--- src/rtl/complement_decoder.sv ---
// complement_decoder
//   Bit-serial decoder that converts a signed word in one's- or two's-complement
//   encoding into sign-magnitude form. A word is accepted in IDLE, shifted LSB
//   first through the converter for WIDTH cycles, and the result is presented in
//   DONE until the downstream side accepts it. Latency is fixed at WIDTH edges
//   from acceptance to out_valid, independent of the data.
//
// Ports
//   clk          rising-edge clock
//   rst_n        asynchronous active-low reset
//   in_valid     in_data/in_mode are valid
//   in_ready     decoder can accept a word (IDLE only)
//   in_data      encoded signed word, MSB is the sign
//   in_mode      0 = one's complement, 1 = two's complement
//   out_valid    result fields are valid, held until accepted
//   out_ready    downstream accepts the result
//   out_sign     result sign, 1 = negative
//   out_mag      unsigned magnitude
//   out_negzero  one's-complement negative zero was decoded
module complement_decoder #(
  parameter int WIDTH = 4
) (
  input  logic             clk,
  input  logic             rst_n,
  input  logic             in_valid,
  output logic             in_ready,
  input  logic [WIDTH-1:0] in_data,
  input  logic             in_mode,
  output logic             out_valid,
  input  logic             out_ready,
  output logic             out_sign,
  output logic [WIDTH-1:0] out_mag,
  output logic             out_negzero
);

  localparam int CW = (WIDTH > 2) ? $clog2(WIDTH) : 1;
  localparam logic [CW-1:0] LAST = CW'(WIDTH - 1);

  typedef enum logic [1:0] {IDLE, SHIFT, DONE} state_t;

  state_t           state_q;
  state_t           state_d;
  logic [WIDTH-1:0] shreg;
  logic [WIDTH-1:0] mag_r;
  logic [CW-1:0]    cnt;
  logic             mode_r;
  logic             sign_r;
  logic             seen_one;
  logic             out_bit;
  logic             last_shift;
  logic [WIDTH-1:0] next_mag;
  logic             res_sign;
  logic [WIDTH-1:0] res_mag;
  logic             res_negzero;

  // Per-bit conversion. Two's complement uses copy-through-first-1, invert the
  // rest; seen_one remembers whether a 1 has already passed.
  always_comb begin
    out_bit = shreg[0];
    if (sign_r) begin
      if (mode_r) begin
        out_bit = shreg[0] ^ seen_one;
      end else begin
        out_bit = ~shreg[0];
      end
    end
  end

  // Converted bits enter from the MSB end so the word is in order after WIDTH shifts.
  assign next_mag   = {out_bit, mag_r[WIDTH-1:1]};
  assign last_shift = (state_q == SHIFT) && (cnt == LAST);

  always_ff @(posedge clk or negedge rst_n) begin
    if (!rst_n) begin
      state_q <= IDLE;
    end else begin
      state_q <= state_d;
    end
  end

  always_comb begin
    state_d   = state_q;
    in_ready  = 1'b0;
    out_valid = 1'b0;
    case (state_q)
      IDLE: begin
        in_ready = 1'b1;
        if (in_valid) state_d = SHIFT;
      end
      SHIFT: begin
        if (cnt == LAST) state_d = DONE;
      end
      DONE: begin
        out_valid = 1'b1;
        if (out_ready) state_d = IDLE;
      end
      default: state_d = IDLE;
    endcase
  end

  // Datapath. The result registers are loaded only on the final shift so that
  // the visible outputs keep the previous result while a new word is shifting.
  always_ff @(posedge clk or negedge rst_n) begin
    if (!rst_n) begin
      shreg       <= '0;
      mag_r       <= '0;
      cnt         <= '0;
      mode_r      <= 1'b0;
      sign_r      <= 1'b0;
      seen_one    <= 1'b0;
      res_sign    <= 1'b0;
      res_mag     <= '0;
      res_negzero <= 1'b0;
    end else begin
      case (state_q)
        IDLE: begin
          if (in_valid) begin
            shreg    <= in_data;
            mode_r   <= in_mode;
            sign_r   <= in_data[WIDTH-1];
            seen_one <= 1'b0;
            cnt      <= '0;
          end
        end
        SHIFT: begin
          shreg <= shreg >> 1;
          mag_r <= next_mag;
          cnt   <= cnt + CW'(1);
          if (sign_r && mode_r) seen_one <= seen_one | shreg[0];
          if (last_shift) begin
            res_mag     <= next_mag;
            // A two's-complement zero never reports a negative sign.
            res_sign    <= sign_r & ~(mode_r & (next_mag == '0));
            res_negzero <= sign_r & ~mode_r & (next_mag == '0);
          end
        end
        default: ;
      endcase
    end
  end

  assign out_sign    = res_sign;
  assign out_mag     = res_mag;
  assign out_negzero = res_negzero;

endmodule

--- config.mk ---
export PLATFORM = sky130hd
export DESIGN_NAME = complement_decoder
export DESIGN_NICKNAME = d
export VERILOG_FILES = /design/src/rtl/complement_decoder.sv
export SDC_FILE = /design/constraint.sdc
export NUM_CORES = 1
export LEC_CHECK = 0
export CAP_MARGIN = 20
export CORE_MARGIN = 5
export CORE_UTILIZATION = 48
export CTS_BUF_LIST = sky130_fd_sc_hd__clkbuf_8
export DETAILED_ROUTE_END_ITERATION = 7
export PLACE_DENSITY = 0.77
export RECOVER_POWER = 25
export SYNTH_ARGS = -nofsm -noshare
export SYNTH_HDL_FRONTEND = slang
export SYNTH_SLANG_ARGS = --single-unit
--- constraint.sdc ---
create_clock -name clk -period 1.2 [get_ports clk]
set_input_delay 0.36 -clock clk [delete_from_list [all_inputs] [get_ports clk]]
set_output_delay 0.36 -clock clk [all_outputs]
set_load 0.1 [all_outputs]
==> flow_summary_export.csv, run 1 <==
group,metric,value,unit
clock_network,cts-root-buf,"clkbuf_8",
sta,final_hold_viol_count,0,
critical_path,cp-startpoint,"state_q[1]",
cells_and_area,multi_input_area,497,um^2
sta,finalCriticalPeriod,1.49,ns
synthesis,ys_seq_elements,20,
hold_path,hold_class,"flip-flop to flip-flop",
floorplanning,ios,17,
critical_path,worst-endpoint-required,0.84,ns
critical_path,timing.rr.start,"state_q[1]",
place,port-buffer-count,16,
detailed_routing,drt_first_pass_iters,4,
global_routing,grt_use_total,0.181,
floorplanning,start_util,0.498,
pwr,vdd_drop_max,2.56,mV
cells_and_area,num-fill-cells,121,
pwr,leakagePower,0.685,nW
global_routing,grt_max_degree,21,
sta,worst_hold_slack,0.508,ns
floorplanning,core,1940,um^2
detailed_routing,drc_errors,0,
global_routing,grt_pass1_vias,829,
synthesis,yosysUniqueCellTypes,28,
global_routing,gr-total-overflow,0,
critical_path,crit_end,"in_ready",
place,hpwl,1.58,mm
clock_network,htreeDepth,1,
synthesis,syn_inst,82,
clock_network,cts_sinks,20,
critical_path,cp_num_cells,3,
synthesis,synth.avg_cell_area,11.8,um^2
detailed_routing,routed_wl,2.30,mm
synthesis,syn_area,967,um^2
sta,fin_worst_skew,0.00289,ns
detailed_routing,routedWlPerCell,15.8,um
critical_path,max_stage_delay,0.44,ns
critical_path,critPathLaunchType,"flip-flop",
sta,slew_headroom,0.672,
synthesis,syn_nets,93,
cells_and_area,layout.nets,130,
clock_network,cts_inserted_buffers,3,
floorplanning,fp-row-count,16,
critical_path,path_class,"flip-flop to output pin",
critical_path,cp.buffers_inverters,2,
critical_path,critPathCaptureType,"output pin",
detailed_routing,ant_nets,0,
sta,worst_slew_pin_slew,0.491,ns
cells_and_area,fin_util,0.777,
critical_path,r2r_slack,-0.22,ns
floorplanning,dieArea,3010,um^2
place,globalplace.congestion,0.727,
sta,setup_ws,-0.286,ns
global_routing,antenna_found_initial,0,
critical_path,path_cells,"buf_6, nor2_4, buf_12",
status,outcome,"finished with violations",
synthesis,synth_warnings,0,
global_routing,grt_pass1_wl,3.75,mm
sta,fmax,0.673,GHz
job,drv_cap,0,
detailed_routing,drtIter0Drc,4,
sta,slew_viol_final,0,
detailed_routing,routed_via_density,5.28,
clock_network,clkTransAtPathRegs,0.07,ns
critical_path,r2r_end,"mode_r",
cells_and_area,area_delta_synth_final,56.0,%
clock_network,cts_tree,"built",
floorplanning,die_x,54.9,um
critical_path,crit_fanout,4,
cells_and_area,final_layout_size_suffix_gt1_frac,0.500,
status,violations,"negative setup slack",
cells_and_area,diodes,0,
clock_network,clkLatencyLatePin,0.27,ns
sta,fin_crit_sh,1.24,
floorplanning,dieHeight,54.9,um
synthesis,yosys.area.top_type_share,0.517,
sta,grt_setup_unrepaired,"true",
critical_path,crit_arrival,1.13,ns
synthesis,ys_top_cells_by_area,"dfrtp_1 (52%), mux2_4 (7.8%), o21ai_1 (3.6%)",
synthesis,yosysSeqAreaShare,0.517,
critical_path,crit_family,"flip-flops",
critical_path,r2r_cells,4,
pwr,powerDensity,3260,nW/um^2
detailed_routing,vias,766,
clock_network,hold_buffers,0,
cells_and_area,seqCellArea,509,um^2
critical_path,cpMaxStageDelayCell,"dfrtp_2",
synthesis,synth.largest_area_cell,"dfrtp_1",
clock_network,clockBufferDepth,2,
sta,final-setup-viol-count,26,
==> cell usage in the layout (no fill, tap or decap), drive strengths merged, types with 2 or more instances in the layout <==
master,synthesis,routed
mux2,9,9
nand2,5,5
nor2b,3,3
nand2b,3,3
o21ai,7,7
inv,4,3
and2b,3,3
a22oi,2,2
nor2,4,4
clkbuf,0,5
a21oi,5,5
a22o,2,2
dfrtp,20,20
clkdlybuf4s50,0,6
ha,2,2
buf,3,26
==> cell families after synthesis <==
group | share of synthesized area
simple gates | 0.146
flops | 0.517
compound gates | 0.140
mux | 0.135
buf+inv | 0.0362
fa+ha+maj | 0.0259
==> area by class of cell <==
| cell class | instances | area share |
|---|---|---|
| multi-input combinational | 55 | 0.329 |
| inverter | 4 | 0.0124 |
| clock buffer | 4 | 0.0365 |
| timing repair buffer | 35 | 0.262 |
| sequential | 20 | 0.337 |
| tap | 27 | 0.0224 |
==> report_power, final <==
part	switching, mW	internal [mW]	total (mW)
clock	0.232	0.293	0.525
sequential	0.289	0.998	1.29
combinational	1.62	1.48	3.11
total	2.14	2.78	4.92
==> synth_stat cells, drive strengths merged <==
cell and n:
a22o 2, nand4b 1, mux2i 1, mux2 9, and3b 1, buf 3
o21bai 1, nand2b 3, nor2b 3, a22oi 2, o41ai 1, ha 2
nor2 4, dfrtp 20, a41oi 1, nand2 5, o211ai 1, nand3b 1
inv 4, a21oi 5, o21ai 7, a31oi 1, and2b 3, nor3 1
==> layer usage <==
metal,vias to the layer above,track usage,wire [um]
li1,364,-,-
met1,376,0.189,890
met2,19,0.329,1260
met3,7,0.0456,94
met4,0,0.0972,55
met5,-,0,0
==> sequential cells by signal, indices dropped and copies added, names as in the netlist <==
name / cells
out_mag: 4
mag_r: 3
shreg: 4
seen_one: 1
mode_r: 1
state_q: 2
sign_r: 1
out_negzero: 1
out_sign: 1
cnt: 2
==> worst register-to-register path, cell delays in order (launching register included) <==
cell and delay, ns:
dfrtp_2 0.44, buf_4 0.17, and2b_4 0.24, and2b_4 0.16
mux2_4 0.30
==> worst min-delay path by stage <==
| stage | start | end | slack (ns) | depth (start not counted) |
|---|---|---|---|---|
| after floorplan | rst_n | cnt[0] | 0.06 | 0 |
| after global placement | cnt[1] | cnt[1] | 0.49 | 1 |
| after detailed placement | cnt[1] | cnt[1] | 0.49 | 1 |
| after CTS | rst_n | out_mag[1] | 0.44 | 2 |
| after global routing | cnt[0] | cnt[0] | 0.55 | 1 |
| final | cnt[1] | cnt[1] | 0.51 | 1 |
==> metrics by stage <==
stage	power [mW]	setup slack, ns	instance area (um^2)	TNS, ns	std cells
floorplan	3.12	-0.255	1010	-0.473	82
global placement	4.04	-0.357	1380	-2.50	136
detailed placement	4.13	-0.382	1380	-2.76	136
CTS	4.84	-0.279	1490	-2.15	144
global route	5.19	-0.322	1510	-3.38	145
finish	4.92	-0.286	1510	-2.33	145
==> what timing repair did <==
action                                  4_1_cts  5_1_grt
endpoints found under the setup margin       21       27
pin swaps                                     1        1
cloned                                        1        0
buffers inserted                              3        1
gates resized for setup                      10        5
No activity file was read; power rests on OpenSTA's default activity.
==> run 2: changes to the inputs <==
--- a/config.mk
+++ b/config.mk
@@ -5,7 +5,7 @@
 export SDC_FILE = /design/constraint.sdc
 export NUM_CORES = 1
 export LEC_CHECK = 0
-export CAP_MARGIN = 20
+export CAP_MARGIN = 10
 export CORE_MARGIN = 5
 export CORE_UTILIZATION = 48
 export CTS_BUF_LIST = sky130_fd_sc_hd__clkbuf_8
@@ -15,3 +15,4 @@
 export SYNTH_ARGS = -nofsm -noshare
 export SYNTH_HDL_FRONTEND = slang
 export SYNTH_SLANG_ARGS = --single-unit
+export TNS_END_PERCENT = 30
==> run 2 against run 1 <==
Compared with the run above:
- the flow still finishes with violations (negative setup slack)
- register-to-register slack is essentially flat
- design area fell by 0.50%
- wire length decreased by 3.2%
- non-clock buffer count rose by 3
- critical path depth unchanged
- critical endpoint unchanged
- largest cell class unchanged
==> flow_summary_export.csv, run 2 (synthesized netlist as in run 1, its figures left out) <==
group,metric,value,unit
status,outcome,"finished with violations",
status,violations,"negative setup slack",
place,hpwl,1.55,mm
floorplanning,die_x,54.9,um
floorplanning,dieArea,3010,um^2
cells_and_area,layout.nets,133,
sta,fin_worst_skew,0.00813,ns
floorplanning,fp-row-count,16,
critical_path,critPathLaunchType,"flip-flop",
detailed_routing,vias,771,
sta,final_hold_viol_count,0,
critical_path,crit_end,"in_ready",
detailed_routing,drtIter0Drc,9,
critical_path,crit_arrival,1.12,ns
global_routing,antenna_found_initial,0,
clock_network,cts_sinks,20,
critical_path,cp_num_cells,3,
sta,fmax,0.675,GHz
clock_network,cts-root-buf,"clkbuf_8",
hold_path,hold_class,"flip-flop to flip-flop",
clock_network,htreeDepth,1,
critical_path,crit_family,"flip-flops",
critical_path,r2r_cells,4,
detailed_routing,ant_nets,0,
sta,grt_setup_unrepaired,"true",
detailed_routing,drt_first_pass_iters,4,
sta,fin_setup_tns,-2.39,ns
global_routing,gr-total-overflow,0,
clock_network,hold_buffers,0,
critical_path,path_class,"flip-flop to output pin",
critical_path,cp-startpoint,"state_q[1]",
clock_network,clockBufferDepth,2,
detailed_routing,routedWlPerCell,15.0,um
sta,final-setup-viol-count,23,
sta,worst_hold_slack,0.539,ns
clock_network,clkTransAtPathRegs,0.08,ns
critical_path,cp.buffers_inverters,2,
cells_and_area,final_layout_size_suffix_gt1_frac,0.446,
global_routing,grt_max_degree,21,
sta,finalCriticalPeriod,1.48,ns
global_routing,grt_pass1_wl,3.67,mm
global_routing,grt_pass1_vias,810,
cells_and_area,mostFrequentLayoutCell,"dfrtp_1",
hold_path,min_from,"cnt[0]",
floorplanning,start_util,0.498,
sta,worst_slew_pin_slew,0.498,ns
place,port-buffer-count,16,
place,globalplace.congestion,0.841,
critical_path,max_stage_delay,0.45,ns
critical_path,r2r_slack,-0.22,ns
critical_path,worst-endpoint-required,0.84,ns
sta,fin_crit_sh,1.23,
job,drv_cap,0,
cells_and_area,num-fill-cells,125,
cells_and_area,diodes,0,
global_routing,grt_use_total,0.177,
sta,setup_ws,-0.282,ns
floorplanning,dieHeight,54.9,um
clock_network,cts_tree,"built",
critical_path,critPathCaptureType,"output pin",
floorplanning,ios,17,
critical_path,r2r_end,"sign_r",
sta,slew_viol_final,0,
clock_network,clkLatencyLatePin,0.26,ns
sta,slew_headroom,0.668,
floorplanning,core,1940,um^2
critical_path,path_cells,"buf_6, nor2_4, buf_12",
cells_and_area,layout_common_cells,"dfrtp_1 (18), buf_4 (17), buf_12 (8)",
detailed_routing,drc_errors,0,
clock_network,cts_inserted_buffers,3,
critical_path,crit_fanout,4,
detailed_routing,routed_wl,2.22,mm
cells_and_area,area_delta_synth_final,55.2,%
critical_path,cpMaxStageDelayCell,"dfrtp_2",
detailed_routing,routed_via_density,5.21,
critical_path,timing.rr.start,"state_q[1]",
## run 2: changes by cell type in the layout (fill, tap and decap cells not counted), moves of 2 or more
cell,change
buf_4,+5
dfrtp_1,+5
dfrtp_2,-5
a21oi_1,+2
a21oi_2,-2
inv_1,+2
mux2_1,-2
mux2_4,+2
## run 2: what timing repair did
action,in CTS,in global routing
gates resized for setup,9,4
gates cloned,0,0
endpoints found under the setup margin,22,27
pin swaps,2,2
setup buffers,4,3
## run 2: worst min path at each step
stage,end,slack [ns],cells after the start
final,cnt[0],0.54,1
after global routing,cnt[0],0.57,1
after CTS,mag_r[1],0.44,2
after detailed placement,shreg[3],0.52,2
after global placement,cnt[1],0.49,1
after floorplan,cnt[0],0.06,0
## run 2: area by class of cell
cell class | count | area, um^2 | area share
Sequential cell | 20 | 503 | 0.335
Multi-Input combinational cell | 55 | 484 | 0.322
Timing Repair Buffer | 38 | 417 | 0.278
Clock buffer | 3 | 41.3 | 0.0275
Tap cell | 27 | 33.8 | 0.0225
Inverter | 4 | 18.8 | 0.0125
Clock inverter | 1 | 3.75 | 0.00250
## run 2: through the flow
step | instance area, um^2 | utilization | std cells | setup slack [ns]
floorplan | 991 | - | 82 | -0.255
global placement | 1370 | 0.704 | 137 | -0.353
detailed placement | 1370 | 0.704 | 137 | -0.378
CTS | 1480 | 0.762 | 145 | -0.301
global route | 1500 | 0.773 | 148 | -0.310
finish | 1500 | 0.773 | 148 | -0.282
## run 2: routing by layer
layer | part of all wire | vias up | global-route usage | wire [um]
li1 | - | 369 | - | -
met1 | 0.40 | 378 | 0.179 | 887
met2 | 0.55 | 22 | 0.346 | 1220
met3 | 0.040 | 2 | 0.0268 | 90
met4 | 0.013 | 0 | 0.0810 | 29
met5 | 0 | - | 0 | 0
## run 2: worst register-to-register path: cells and delay by family, from the launching register on
family | cells | cell delay (ns)
muxes | 1 | 0.29
buffers and inverters | 1 | 0.17
and+or+nand+nor | 2 | 0.40
DFF | 1 | 0.45
Power of run 2 is not shown: default switching activity piles up to over one toggle a cycle in this logic, so the estimate is an artifact.
==> run 3: changes to the inputs <==
--- a/config.mk
+++ b/config.mk
@@ -7,10 +7,10 @@
 export LEC_CHECK = 0
 export CAP_MARGIN = 10
 export CORE_MARGIN = 5
-export CORE_UTILIZATION = 48
+export CORE_UTILIZATION = 53
 export CTS_BUF_LIST = sky130_fd_sc_hd__clkbuf_8
 export DETAILED_ROUTE_END_ITERATION = 7
-export PLACE_DENSITY = 0.77
+export PLACE_DENSITY = 0.8
 export RECOVER_POWER = 25
 export SYNTH_ARGS = -nofsm -noshare
 export SYNTH_HDL_FRONTEND = slang
==> constraint.sdc (replaced) <==
create_clock -name clk -period 1.7 [get_ports clk]
set_input_delay 0.51 -clock clk [delete_from_list [all_inputs] [get_ports clk]]
set_output_delay 0.51 -clock clk [all_outputs]
set_load 0.01 [all_outputs]
==> run 3 against run 2 <==
Compared with the run above:
- critical path type unchanged
- the run now ends clean
- highest routed layer unchanged
- global-route usage down 1.6 points
- sequential share of layout area up 6.9 points
- wire length down 19%
- hold slack worse by 0.058 ns
- via count down 12%
- first-iteration DRC count up 11%
- register-to-register slack better by 0.45 ns
==> flow_summary_export.csv, run 3 (synthesized netlist as in run 1, its figures left out) <==
group,metric,value,unit
detailed_routing,routed_wl,1.79,mm
sta,final_hold_viol_count,0,
hold_path,min_from,"out_negzero",
cells_and_area,area_delta_synth_final,28.1,%
critical_path,path_class,"flip-flop to output pin",
cells_and_area,mostFrequentLayoutCell,"dfrtp_1",
cells_and_area,final_layout_size_suffix_gt1_frac,0.200,
global_routing,grt_use_total,0.161,
detailed_routing,vias,679,
hold_path,hold_class,"flip-flop to flip-flop",
detailed_routing,top_layer,"met4",
clock_network,htreeDepth,1,
place,globalplace.congestion,0.782,
floorplanning,die_x,52.7,um
critical_path,path_cells,"clkdlybuf4s50_1",
critical_path,r2r_slack,0.23,ns
detailed_routing,drt-met1-wl,762,um
clock_network,hold_buffers,0,
critical_path,critPathLaunchType,"flip-flop",
pwr,leakagePower,0.603,nW
pwr,power,2.25,mW
global_routing,grt_pass1_wl,3.15,mm
critical_path,worst-endpoint-required,1.19,ns
clock_network,cts_inserted_buffers,3,
detailed_routing,ant_nets,0,
floorplanning,dieArea,2780,um^2
pwr,vdd_drop_max,1.08,mV
hold_path,holdPathEnd,"out_negzero",
sta,slew_headroom,0.669,
global_routing,grt_pass1_vias,699,
critical_path,r2r_cells,4,
hold_path,hold_path_depth,2,
detailed_routing,met3WireLength,80,um
critical_path,crit_fanout,2,
detailed_routing,routedWlPerCell,13.8,um
sta,fin_crit_sh,0.969,
sta,fmax,0.607,GHz
clock_network,cts-root-buf,"clkbuf_8",
pwr,powerDensity,1810,nW/um^2
detailed_routing,drt_first_pass_iters,4,
cells_and_area,diodes,0,
cells_and_area,layout_common_cells,"dfrtp_1 (20), clkdlybuf4s50_1 (11), o21ai_1 (7)",
critical_path,timing.rr.start,"state_q[1]",
clock_network,cts_sinks,20,
place,port-buffer-count,16,
sta,fin_worst_skew,0.00178,ns
sta,finalCriticalPeriod,1.65,ns
status,outcome,"finished clean",
critical_path,crit_arrival,1.14,ns
global_routing,gr-total-overflow,0,
critical_path,critPathCaptureType,"output pin",
floorplanning,core,1730,um^2
critical_path,cpMaxStageDelayCell,"clkdlybuf4s50_1",
cells_and_area,num-fill-cells,142,
critical_path,cp.buffers_inverters,1,
place,hpwl,1.31,mm
critical_path,max_stage_delay,0.53,ns
floorplanning,dieHeight,52.7,um
place,post-place-ws,-0.0123,ns
clock_network,clkLatencyLatePin,0.26,ns
sta,setup_ws,0.0520,ns
floorplanning,fp-row-count,15,
floorplanning,ios,17,
detailed_routing,routed_via_density,5.22,
critical_path,r2r_end,"mag_r[1]",
floorplanning,start_util,0.560,
job,drv_cap,0,
sta,grt_setup_unrepaired,"false",
cells_and_area,layout.nets,117,
clock_network,cts_tree,"built",
detailed_routing,wl_met2,919,um
sta,slew_viol_final,0,
clock_network,cts_setup_buffers,0,
critical_path,crit_family,"buffers and inverters",
sta,final-setup-viol-count,0,
global_routing,antenna_found_initial,0,
clock_network,clkTransAtPathRegs,0.07,ns
detailed_routing,drc_errors,0,
global_routing,grt_max_degree,21,
sta,worst_slew_pin_slew,0.496,ns
clock_network,clockBufferDepth,2,
detailed_routing,drtIter0Drc,10,
run 3: changes by cell type in the layout (fill, tap and decap cells not counted), sizes merged:
| cell | delta |
|---|---|
| dlymetal6s2s | +2 |
| clkdlybuf4s50 | +5 |
| clkinvlp | -1 |
| buf | -24 |
| dlygate4sd2 | +1 |
| clkbuf | +1 |
run 3: per-stage QoR:
step | hold slack, ns | std cells | setup TNS [ns] | util | instance area (um^2)
after floorplan | 0.214 | 82 | 0 | - | 967
after CTS | 0.492 | 130 | 0 | 0.716 | 1240
after global routing | 0.523 | 130 | 0 | 0.717 | 1240
final | 0.481 | 130 | 0 | 0.717 | 1240
after global placement | 0.468 | 126 | -0.00651 | 0.686 | 1180
after detailed placement | 0.475 | 126 | -0.0243 | 0.686 | 1180
run 3: per-layer routing:
metal	up-vias	GRT usage
li1	337	-
met1	324	0.176
met2	15	0.281
met3	3	0.0427
met4	0	0.0809
met5	-	0
run 3: where the power goes:
group	switching [mW]	internal [mW]	leakage [nW]	total [mW]
combinational	0.434	0.589	0.327	1.02
clock	0.150	0.206	0.0288	0.356
sequential	0.177	0.691	0.247	0.868
total	0.761	1.49	0.603	2.25
run 3: area by class of cell:
cell class                      instances  area [um^2]  area share
Tap cell                               25         31.3      0.0253
Sequential cell                        20          500       0.404
Inverter                                4         15.0      0.0121
Timing Repair Buffer                   22          205       0.166
Multi-Input combinational cell         55          432       0.348
Clock buffer                            4         55.1      0.0444
run 3: what timing repair did:
item                                    CTS  global route
resized for setup                         2             2
pin swaps                                 0             0
endpoints found under the setup margin    2             2
run 3: worst max-delay path by stage:
stage / slack, ns / depth (start not counted) / endpoint / from
finish: 0.05 / 1 / out_mag[0] / out_mag[0]
global route: 0.00007 / 2 / in_ready / state_q[1]
CTS: 0.03 / 1 / out_mag[1] / out_mag[1]
detailed placement: -0.01 / 4 / mode_r / in_valid
global placement: -0.003 / 4 / sign_r / in_valid
floorplan: 0.38 / 3 / out_valid / state_q[0]
